[src/rtl/life_cell_board.sv]
// Conway's Game of Life board: cells are edited while idle, and each change_state
// rising edge computes one generation on a torus, one cell per clock.
module life_cell_board #(
    parameter int MAP_WIDTH  = 8,
    parameter int MAP_HEIGHT = 8
) (
    input  logic        clk,
    input  logic        rst,
    input  logic        mode,
    input  logic        change_state,
    input  logic        write_en,
    input  logic        write_data,
    input  logic [7:0]  wAddrR,
    input  logic [7:0]  wAddrC,
    input  logic [7:0]  rAddrR,
    input  logic [7:0]  rAddrC,
    output logic        rData,
    output logic        busy,
    output logic [15:0] gen_count,
    output logic [15:0] alive_count
);

    localparam int CELLS = MAP_WIDTH * MAP_HEIGHT;
    localparam int RW    = (MAP_HEIGHT > 1) ? $clog2(MAP_HEIGHT) : 1;
    localparam int CW    = (MAP_WIDTH > 1) ? $clog2(MAP_WIDTH) : 1;
    localparam int IDXW  = (CELLS > 1) ? $clog2(CELLS) : 1;

    localparam logic [1:0] ST_IDLE    = 2'd0;
    localparam logic [1:0] ST_COMPUTE = 2'd1;
    localparam logic [1:0] ST_COMMIT  = 2'd2;

    localparam logic [RW-1:0] ROW_ONE  = RW'(1);
    localparam logic [RW-1:0] ROW_LAST = RW'(MAP_HEIGHT - 1);
    localparam logic [CW-1:0] COL_ONE  = CW'(1);
    localparam logic [CW-1:0] COL_LAST = CW'(MAP_WIDTH - 1);

    logic [1:0]       state_r;
    logic [1:0]       state_nxt_s;
    logic             cs_r;
    logic [RW-1:0]    r_r;
    logic [CW-1:0]    c_r;
    logic [15:0]      pop_r;
    logic [CELLS-1:0] cur_r;
    logic [CELLS-1:0] nxt_r;
    logic             rdata_r;
    logic             busy_r;
    logic [15:0]      gen_r;
    logic [15:0]      alive_r;

    logic             edge_s;
    logic             last_col_s;
    logic             last_row_s;
    logic [RW-1:0]    row_up_s;
    logic [RW-1:0]    row_dn_s;
    logic [CW-1:0]    col_lt_s;
    logic [CW-1:0]    col_rt_s;
    logic [3:0]       nbr_s;
    logic             next_cell_s;
    logic             wr_in_range_s;
    logic             wr_ok_s;
    logic [IDXW-1:0]  wr_idx_s;
    logic             rd_in_range_s;
    logic [IDXW-1:0]  rd_idx_s;

    function automatic logic [IDXW-1:0] cell_idx(input logic [RW-1:0] row,
                                                 input logic [CW-1:0] col);
        return IDXW'(int'(row) * MAP_WIDTH + int'(col));
    endfunction

    assign edge_s     = change_state & ~cs_r;
    assign last_col_s = (c_r == COL_LAST);
    assign last_row_s = (r_r == ROW_LAST);

    // Toroidal neighbour coordinates of the cell under evaluation.
    assign row_up_s = (r_r == {RW{1'b0}}) ? ROW_LAST : (r_r - ROW_ONE);
    assign row_dn_s = last_row_s ? {RW{1'b0}} : (r_r + ROW_ONE);
    assign col_lt_s = (c_r == {CW{1'b0}}) ? COL_LAST : (c_r - COL_ONE);
    assign col_rt_s = last_col_s ? {CW{1'b0}} : (c_r + COL_ONE);

    assign nbr_s = {3'b000, cur_r[cell_idx(row_up_s, col_lt_s)]}
                 + {3'b000, cur_r[cell_idx(row_up_s, c_r)]}
                 + {3'b000, cur_r[cell_idx(row_up_s, col_rt_s)]}
                 + {3'b000, cur_r[cell_idx(r_r, col_lt_s)]}
                 + {3'b000, cur_r[cell_idx(r_r, col_rt_s)]}
                 + {3'b000, cur_r[cell_idx(row_dn_s, col_lt_s)]}
                 + {3'b000, cur_r[cell_idx(row_dn_s, c_r)]}
                 + {3'b000, cur_r[cell_idx(row_dn_s, col_rt_s)]};

    assign next_cell_s = (nbr_s == 4'd3) | (cur_r[cell_idx(r_r, c_r)] & (nbr_s == 4'd2));

    // Out-of-range addresses are masked so they never alias onto a real cell.
    assign wr_in_range_s = (int'(wAddrR) < MAP_HEIGHT) && (int'(wAddrC) < MAP_WIDTH);
    assign wr_idx_s      = wr_in_range_s ? cell_idx(RW'(wAddrR), CW'(wAddrC)) : {IDXW{1'b0}};
    assign wr_ok_s       = write_en & ~mode & (state_r == ST_IDLE) & wr_in_range_s;
    assign rd_in_range_s = (int'(rAddrR) < MAP_HEIGHT) && (int'(rAddrC) < MAP_WIDTH);
    assign rd_idx_s      = rd_in_range_s ? cell_idx(RW'(rAddrR), CW'(rAddrC)) : {IDXW{1'b0}};

    // Next-state decode; dropping mode mid-scan aborts without committing.
    always_comb begin
        state_nxt_s = state_r;
        case (state_r)
            ST_IDLE: begin
                if (edge_s & mode) begin
                    state_nxt_s = ST_COMPUTE;
                end else begin
                    state_nxt_s = ST_IDLE;
                end
            end
            ST_COMPUTE: begin
                if (!mode) begin
                    state_nxt_s = ST_IDLE;
                end else if (last_row_s & last_col_s) begin
                    state_nxt_s = ST_COMMIT;
                end else begin
                    state_nxt_s = ST_COMPUTE;
                end
            end
            ST_COMMIT: begin
                state_nxt_s = ST_IDLE;
            end
            default: begin
                state_nxt_s = ST_IDLE;
            end
        endcase
    end

    // Sequencer: state, edge detect, scan indices, population and counters.
    always_ff @(posedge clk or negedge rst) begin
        if (!rst) begin
            state_r <= ST_IDLE;
            busy_r  <= 1'b0;
            cs_r    <= 1'b0;
            r_r     <= {RW{1'b0}};
            c_r     <= {CW{1'b0}};
            pop_r   <= 16'd0;
            gen_r   <= 16'd0;
            alive_r <= 16'd0;
        end else begin
            state_r <= state_nxt_s;
            busy_r  <= (state_nxt_s != ST_IDLE);
            cs_r    <= change_state;
            case (state_r)
                ST_IDLE: begin
                    if (edge_s & mode) begin
                        r_r   <= {RW{1'b0}};
                        c_r   <= {CW{1'b0}};
                        pop_r <= 16'd0;
                    end
                end
                ST_COMPUTE: begin
                    if (next_cell_s) begin
                        pop_r <= pop_r + 16'd1;
                    end
                    if (last_col_s) begin
                        c_r <= {CW{1'b0}};
                        r_r <= last_row_s ? {RW{1'b0}} : (r_r + ROW_ONE);
                    end else begin
                        c_r <= c_r + COL_ONE;
                    end
                end
                ST_COMMIT: begin
                    gen_r   <= gen_r + 16'd1;
                    alive_r <= pop_r;
                end
                default: begin
                    gen_r <= gen_r;
                end
            endcase
        end
    end

    // Board banks: edits and commits update cur; the scan only fills nxt.
    always_ff @(posedge clk or negedge rst) begin
        if (!rst) begin
            cur_r <= {CELLS{1'b0}};
            nxt_r <= {CELLS{1'b0}};
        end else begin
            if (state_r == ST_COMMIT) begin
                cur_r <= nxt_r;
            end else if (wr_ok_s) begin
                cur_r[wr_idx_s] <= write_data;
            end
            if (state_r == ST_COMPUTE) begin
                nxt_r[cell_idx(r_r, c_r)] <= next_cell_s;
            end
        end
    end

    // Display read port, one clock of latency.
    always_ff @(posedge clk or negedge rst) begin
        if (!rst) begin
            rdata_r <= 1'b0;
        end else begin
            rdata_r <= rd_in_range_s ? cur_r[rd_idx_s] : 1'b0;
        end
    end

    assign rData       = rdata_r;
    assign busy        = busy_r;
    assign gen_count   = gen_r;
    assign alive_count = alive_r;

endmodule

[config.mk]
export PLATFORM = sky130hd
export DESIGN_NAME = life_cell_board
export DESIGN_NICKNAME = d
export VERILOG_FILES = /design/src/rtl/life_cell_board.sv
export SDC_FILE = /design/constraint.sdc
export NUM_CORES = 1
export LEC_CHECK = 0
export BUFFER_PORTS_ARGS = -buffer_cell sky130_fd_sc_hd__buf_4
export CAP_MARGIN = 5
export CORE_UTILIZATION = 40
export DETAILED_ROUTE_END_ITERATION = 8
export PLACE_DENSITY_LB_ADDON = 0.08
export SLEW_MARGIN = 5
export SYNTH_ARGS = -nofsm -noshare
export SYNTH_HDL_FRONTEND = slang
export SYNTH_SLANG_ARGS = --single-unit
[constraint.sdc]
create_clock -name clk -period 17.25 [get_ports clk]
set_clock_uncertainty 0.2 [all_clocks]
set_input_delay 0 -clock clk [delete_from_list [all_inputs] [get_ports clk]]
set_output_delay 0 -clock clk [all_outputs]
set_load 0.03 [all_outputs]
# Yosys cells after proc, flatten, opt, wreduce, memory -nomap -nowiden
# Index checks and enable logic that the tools add are counted.
# word_totals
inputBits	38
regBits	187
word_cells	130
# classes
bitwise	10
n_mux	46
n_addsub	24
reduce_logical	13
magnitude_cmp	17
eq_ne	9
# op_table
op	n
64-bit bitwise mux	2
64-bit two-way mux	2
6-bit by 7-bit less-than comparator with 1-bit output, second input constant	11
6-bit by 3-bit adder with 6-bit output	11
1-bit binary-select mux with 6-bit select	10
16-bit by 1-bit adder with 16-bit output, second input constant	2
8-bit by 4-bit less-than comparator with 1-bit output, second input constant	4
16-bit two-way mux	2
16-bit one-hot mux with 2 select lines	1
3-bit two-way mux	6
4-bit by 1-bit adder with 4-bit output	4
1-bit two-way mux	14
1-bit demux with 6-bit select	2
6-bit by 1-bit >= comparator with 1-bit output, second input constant	2
6-bit two-way mux	2
3-bit one-hot mux with 2 select lines	2
4-bit by 2-bit == test with 1-bit output, second input constant	2
1-bit AND	7
3-bit by 1-bit adder with 3-bit output, second input constant	2
3-bit == test, second input constant	2
3-bit zero test	2
3-bit AND reduction	2
2-bit nonzero test	3
3-bit by 1-bit subtractor with 3-bit output, second input constant	2
14 further kinds	20

# Longest topological paths before layout
# logic_depth
ltp_word	17
depth_mapped	24

# Worst setup path after synthesis
# Ideal clock, no wire load.
# synth_path
path_type	register to register
from	reg c_r[1]
to	reg pop_r[0]
synth_period_minus_slack_ps	6633
setup_ps	130
slack_ps	10617
arrival_time_ps	6303
path_stages_with_launch	25
path_cell_list	dfrtp_1 buf_2 inv_1 ha_1 buf_2 buf_1 mux4_2 mux2i_1 mux2i_1 a211oi_1 a21oi_1 fa_1 inv_1 fa_1 fa_1 inv_1 ha_1 fa_1 and3_1 o21ai_0 or2_2 clkbuf_1 clkbuf_1 nor2_1 mux2i_1
# synth_between
elab_chain_len	17
word_cells_on_any_way	46
# synth_lines
item	line_no	text
start: declaration	41	logic [CW-1:0] c_r;
start signal: assignment	134	c_r <= {CW{1'b0}};
start signal: assignment	146	c_r <= {CW{1'b0}};
start signal: assignment	155	c_r <= {CW{1'b0}};
3-bit by 1-bit subtractor with 3-bit output or 3-bit zero test (tied branches)	77	assign col_lt_s = (c_r == {CW{1'b0}}) ? COL_LAST : (c_r - COL_ONE);
3-bit two-way mux	77	
6-bit by 3-bit adder with 6-bit output	67	return IDXW'(int'(row) * MAP_WIDTH + int'(col));
1-bit binary-select mux with 6-bit select	80	assign nbr_s = {3'b000, cur_r[cell_idx(row_up_s, col_lt_s)]}
1-bit two-way mux (implied by the code)	80	
1-bit by 1-bit adder with 2-bit output	81	+ {3'b000, cur_r[cell_idx(row_up_s, c_r)]}
2-bit by 1-bit adder with 3-bit output	82	+ {3'b000, cur_r[cell_idx(row_up_s, col_rt_s)]}
3-bit by 1-bit adder with 4-bit output	83	+ {3'b000, cur_r[cell_idx(r_r, col_lt_s)]}
4-bit by 1-bit adder with 4-bit output	84	+ {3'b000, cur_r[cell_idx(r_r, col_rt_s)]}
4-bit by 1-bit adder with 4-bit output	85	+ {3'b000, cur_r[cell_idx(row_dn_s, col_lt_s)]}
4-bit by 1-bit adder with 4-bit output	86	+ {3'b000, cur_r[cell_idx(row_dn_s, c_r)]}
4-bit by 1-bit adder with 4-bit output	87	+ {3'b000, cur_r[cell_idx(row_dn_s, col_rt_s)]};
4-bit by 2-bit == test with 1-bit output	89	assign next_cell_s = (nbr_s == 4'd3) | (cur_r[cell_idx(r_r, c_r)] & (nbr_s == 4'd2));
1-bit AND	89	
1-bit OR (*)	89	
2-bit inequality test (no line) (*)	--	
3-bit AND reduction (no line) (*)	--	
end signal: assignment	152	pop_r <= pop_r + 16'd1;
end: declaration	42	logic [15:0] pop_r;
# Mark *: on every way between the ends. The rest lies on a longest branch, timed or not. The select of a mux whose other input is x is not followed.
# A chain may end at the register's enable or synchronous reset.

# Worst setup path after layout
# layout_path
from	reg c_r[0]
to	reg nxt_r[43]
# layout_between
elab_chain_len	16
word_cells_on_any_way	50
# layout_lines
item	line_no	text
3-bit by 1-bit subtractor with 3-bit output or 3-bit zero test (tied branches)	77	
3-bit two-way mux	77	
6-bit by 3-bit adder with 6-bit output	67	
1-bit binary-select mux with 6-bit select	80	
1-bit two-way mux (implied by the code)	80	
1-bit by 1-bit adder with 2-bit output	81	
2-bit by 1-bit adder with 3-bit output	82	
3-bit by 1-bit adder with 4-bit output	83	
4-bit by 1-bit adder with 4-bit output	84	
4-bit by 1-bit adder with 4-bit output	85	
4-bit by 1-bit adder with 4-bit output	86	
4-bit by 1-bit adder with 4-bit output	87	
4-bit by 2-bit == test with 1-bit output	89	
1-bit AND	89	
1-bit OR	89	
64-bit bitwise mux (*)	184	nxt_r[cell_idx(r_r, c_r)] <= next_cell_s;
end signal: assignment	176	nxt_r <= {CELLS{1'b0}};
end signal: indexed assignment	184	
end: declaration	44	logic [CELLS-1:0] nxt_r;
# Marked as above.

==> summary.txt <==
Pwr
  • Sw frac: 0.440
  • Pleak: 5.37 nW
  • Max VDD drop: 172 uV
  • Power, Total: 1.66 mW
  • Pwr per Cell Area: 126 nW/um^2
  • Int Power: 0.929 mW
  • Logic gate share of total power: 0.435
  • Seq pwr share: 0.315
  • P_sw: 0.731 mW
  • Clock power frac: 0.251

Detailed routing
  • Routed WL: 37.5 mm
  • Initial DRC count: 987
  • ANT nets after route: 0
  • TritonRoute pass-1 iters: 5
  • Number of vias per cell: 6.07
  • DR WL/cell: 23.4 um
  • DRC: 0
  • Total number of vias: 9726

Timing
  • Setup Total Neg Slack: 0 ns
  • Fmax: 137 MHz
  • Final min period: 7.28 ns
  • Measured slew at the worst slew-check pin: 1.21 ns
  • Final Max Tran Viols: 0
  • Period utilisation layout: 0.422
  • Final hold vios: 0
  • RSZ-0062 raised after global routing: no
  • Final setup viols: 0
  • Slew headroom: 0.186
  • Setup ws final: 9.97 ns

Global routing
  • Pin count of the biggest net entering global routing: 124
  • First-pass GRT wire length: 56.9 mm
  • Vias in the first global route: 8895
  • GRT Total Usage: 0.261
  • Gr ovfl total: 0
  • Antenna violations before repair: 2

CTS
  • CTS Sinks: 187
  • CTS resizes: 0
  • Hold Buf Count CTS: 11
  • Clock-pin slew on the worst setup and hold paths: 0.08 ns
  • CTS tree: done
  • Clock Tree Root: clkbuf_16
  • H-tree depth reported by CTS: 4
  • Clock Tree Buf Depth: 2
  • Worst-skew pair later-pin latency: 0.45 ns
  • Postcts setup bufs: 0
  • Inserted Clock Buffers: 17

Min path
  • Worst Hold Class: in -> reg

Setup path
  • CP Launch Type: flop
  • Setup Crit Path Kind: reg -> reg
  • Element type at the critical path end: flop
  • Critical Path AT: 7.36 ns
  • CP Data Required Time: 17.33 ns
  • CP Max Fanout: 64

Synth
  • Sequential area share after synthesis: 0.403
  • Netlist cell types: 71
  • Yosys Warn Count: 0
  • Leading area contributor after synthesis: dfrtp_1
  • Avg Inst Size Synth: 9.90 um^2
  • Main synth FF type: dfrtp_1
  • Top cell type's share of synthesized area: 0.403
  • EDFF count, synth: 0
  • FF+latch count, synth: 187
  • Mapped Area: 11600 um^2
  • Synth async-reset ratio: 1.00
  • Syn Inst Count: 1172
  • Main area contributors after synthesis: dfrtp_1 40%, mux2i_1 9.0%, mux4_2 8.4%
  • Net Count, Synth: 1227

Placed design
  • HPWL Detailed: 25.8 mm
  • PortBufs: 71
  • Routability Congestion: 0.993
  • Pre-CTS setup slack: 10.07 ns

Run status
  • Status: complete, no violations

Die
  • Initial Util: 0.412
  • Die Ht: 172 um
  • FP Rows: 61
  • Core area: 28200 um^2
  • Die span in x: 172 um
  • Die area: 29700 um^2
  • I/O pin total: 72

Job
  • Max Cap Viol: 0

Finish
  • Layout cells sized above 1: 0.168
  • Final nets: 1266
  • Syn-to-layout area delta: 13.2%
## metrics by stage
step	hold WS, ns	area, um^2	std cells	util
2_1_floorplan	-0.496	11600	1172	-
3_3_place_gp	-0.0774	12400	1559	0.441
3_5_place_dp	-0.0782	12400	1559	0.441
4_1_cts	0.0123	13100	1601	0.466
5_1_grt	0.0307	13100	1601	0.466
6_report	0.00947	13100	1602	0.466
## cells in the mapped netlist (4+ instances only)
cell	instances
and2_1	5
or4_1	14
o22ai_1	10
mux2i_1	104
xnor2_1	12
and3_1	14
or2_2	4
nand2b_1	20
buf_1	5
dfrtp_1	187
inv_1	11
a21oi_1	23
a22oi_1	6
a211oi_1	5
nor2b_1	8
mux4_2	43
o21ai_0	139
nand4_1	15
nor3_1	14
nor4_1	10
o221ai_1	4
nor2_1	39
a32oi_1	4
o32ai_1	5
mux2_2	29
mux2_1	4
nand3_1	35
o31ai_1	81
fa_1	4
a221oi_1	4
buf_2	11
ha_1	13
clkbuf_1	55
nand2_1	177
## placed cells by master, fill, tap and decap left out, types with 6 or more instances in the layout
cell type and count:
mux2_2 29, nor3_1 14, mux4_2 43, mux2i_1 104
nand3_1 35, dfrtp_1 187, dlygate4sd3_1 11, a21oi_1 23
nand2_1 177, a22oi_1 6, nand4_1 15, clkbuf_16 17
xnor2_1 12, o31ai_1 81, buf_4 85, inv_1 11
o21ai_0 139, nand2b_1 19, nor2_1 39, nor4_1 8
and3_1 14, o22ai_1 10, or4_1 14, ha_1 13
nor2b_1 7
## flip-flops by register name, indices dropped and copies added (netlist names), 2 cells and up
signal and count:
r_r 3, cur_r 64, gen_count 16, alive_count 16
pop_r 16, c_r 3, nxt_r 64, state_r 2
## critical path: stages, from the launching register on
cell and delay, ns:
dfrtp_1 0.33, buf_4 0.41, inv_2 0.17, ha_1 0.32, buf_4 0.43, mux4_2 0.56
mux2i_1 0.32, o32ai_1 0.16, a211oi_1 0.28, a21oi_1 0.12, fa_1 0.58, inv_1 0.06
fa_1 0.50, fa_1 0.55, inv_1 0.04, ha_1 0.22, fa_1 0.38, and3_1 0.17
o21ai_0 0.16, buf_4 0.19, nand2b_2 0.12, buf_4 0.62, o31ai_1 0.17
## kinds of logic after synthesis
logic type                 Yosys count  share of synthesized area
xor gates and xnor gates            15                     0.0113
and+or+nand+nor                    368                      0.151
AOI/OAI and AO/OA                  312                      0.171
muxes                              181                      0.208
buffers and inverters               92                     0.0345
adders and majority gates           17                     0.0209
DFF                                187                      0.403
## metal layers
metal	track usage	vias to the layer above	part of all wire
li1	-	4498	-
met1	0.398	4863	0.49
met2	0.380	332	0.44
met3	0.0508	33	0.065
met4	0.0569	0	0.011
met5	0	-	0
## cell type report
cell class / count / area, um^2
fill: 2690 / 15000
multi-input combinational: 893 / 6550
sequential: 187 / 4680
timing repair buffer: 97 / 762
tap: 378 / 473
clock buffer: 17 / 425
clock inverter: 14 / 183
inverter: 15 / 56.3
antenna: 1 / 2.50
## power by group through the flow
stage	combinational (mW)	sequential (mW)	clock, mW
2_1_floorplan	0.563	0.508	0
3_3_place_gp	0.716	0.527	0
6_report	0.722	0.522	0.416
5_1_grt	0.792	0.527	0.443
4_1_cts	0.722	0.520	0.425
3_5_place_dp	0.717	0.528	0
## final timing paths
path	from	cells past startpoint	to	slack, ns
worst max-delay path	c_r[0]$_DFFE_PN0P_	22	nxt_r[43]$_DFFE_PN0P_	9.97
worst min-delay path	write_data	3	cur_r[59]$_DFFE_PN0P_	0.009
worst max register to register	c_r[0]$_DFFE_PN0P_	22	nxt_r[43]$_DFFE_PN0P_	9.97
worst min register to register	nxt_r[1]$_DFFE_PN0P_	2	cur_r[1]$_DFFE_PN0P_	0.27
max in group asynchronous	rst	3	alive_count[13]$_DFFE_PN0P_	15.26
min in group asynchronous	rst	2	nxt_r[59]$_DFFE_PN0P_	0.09
Power figures use the tool's default switching activity.
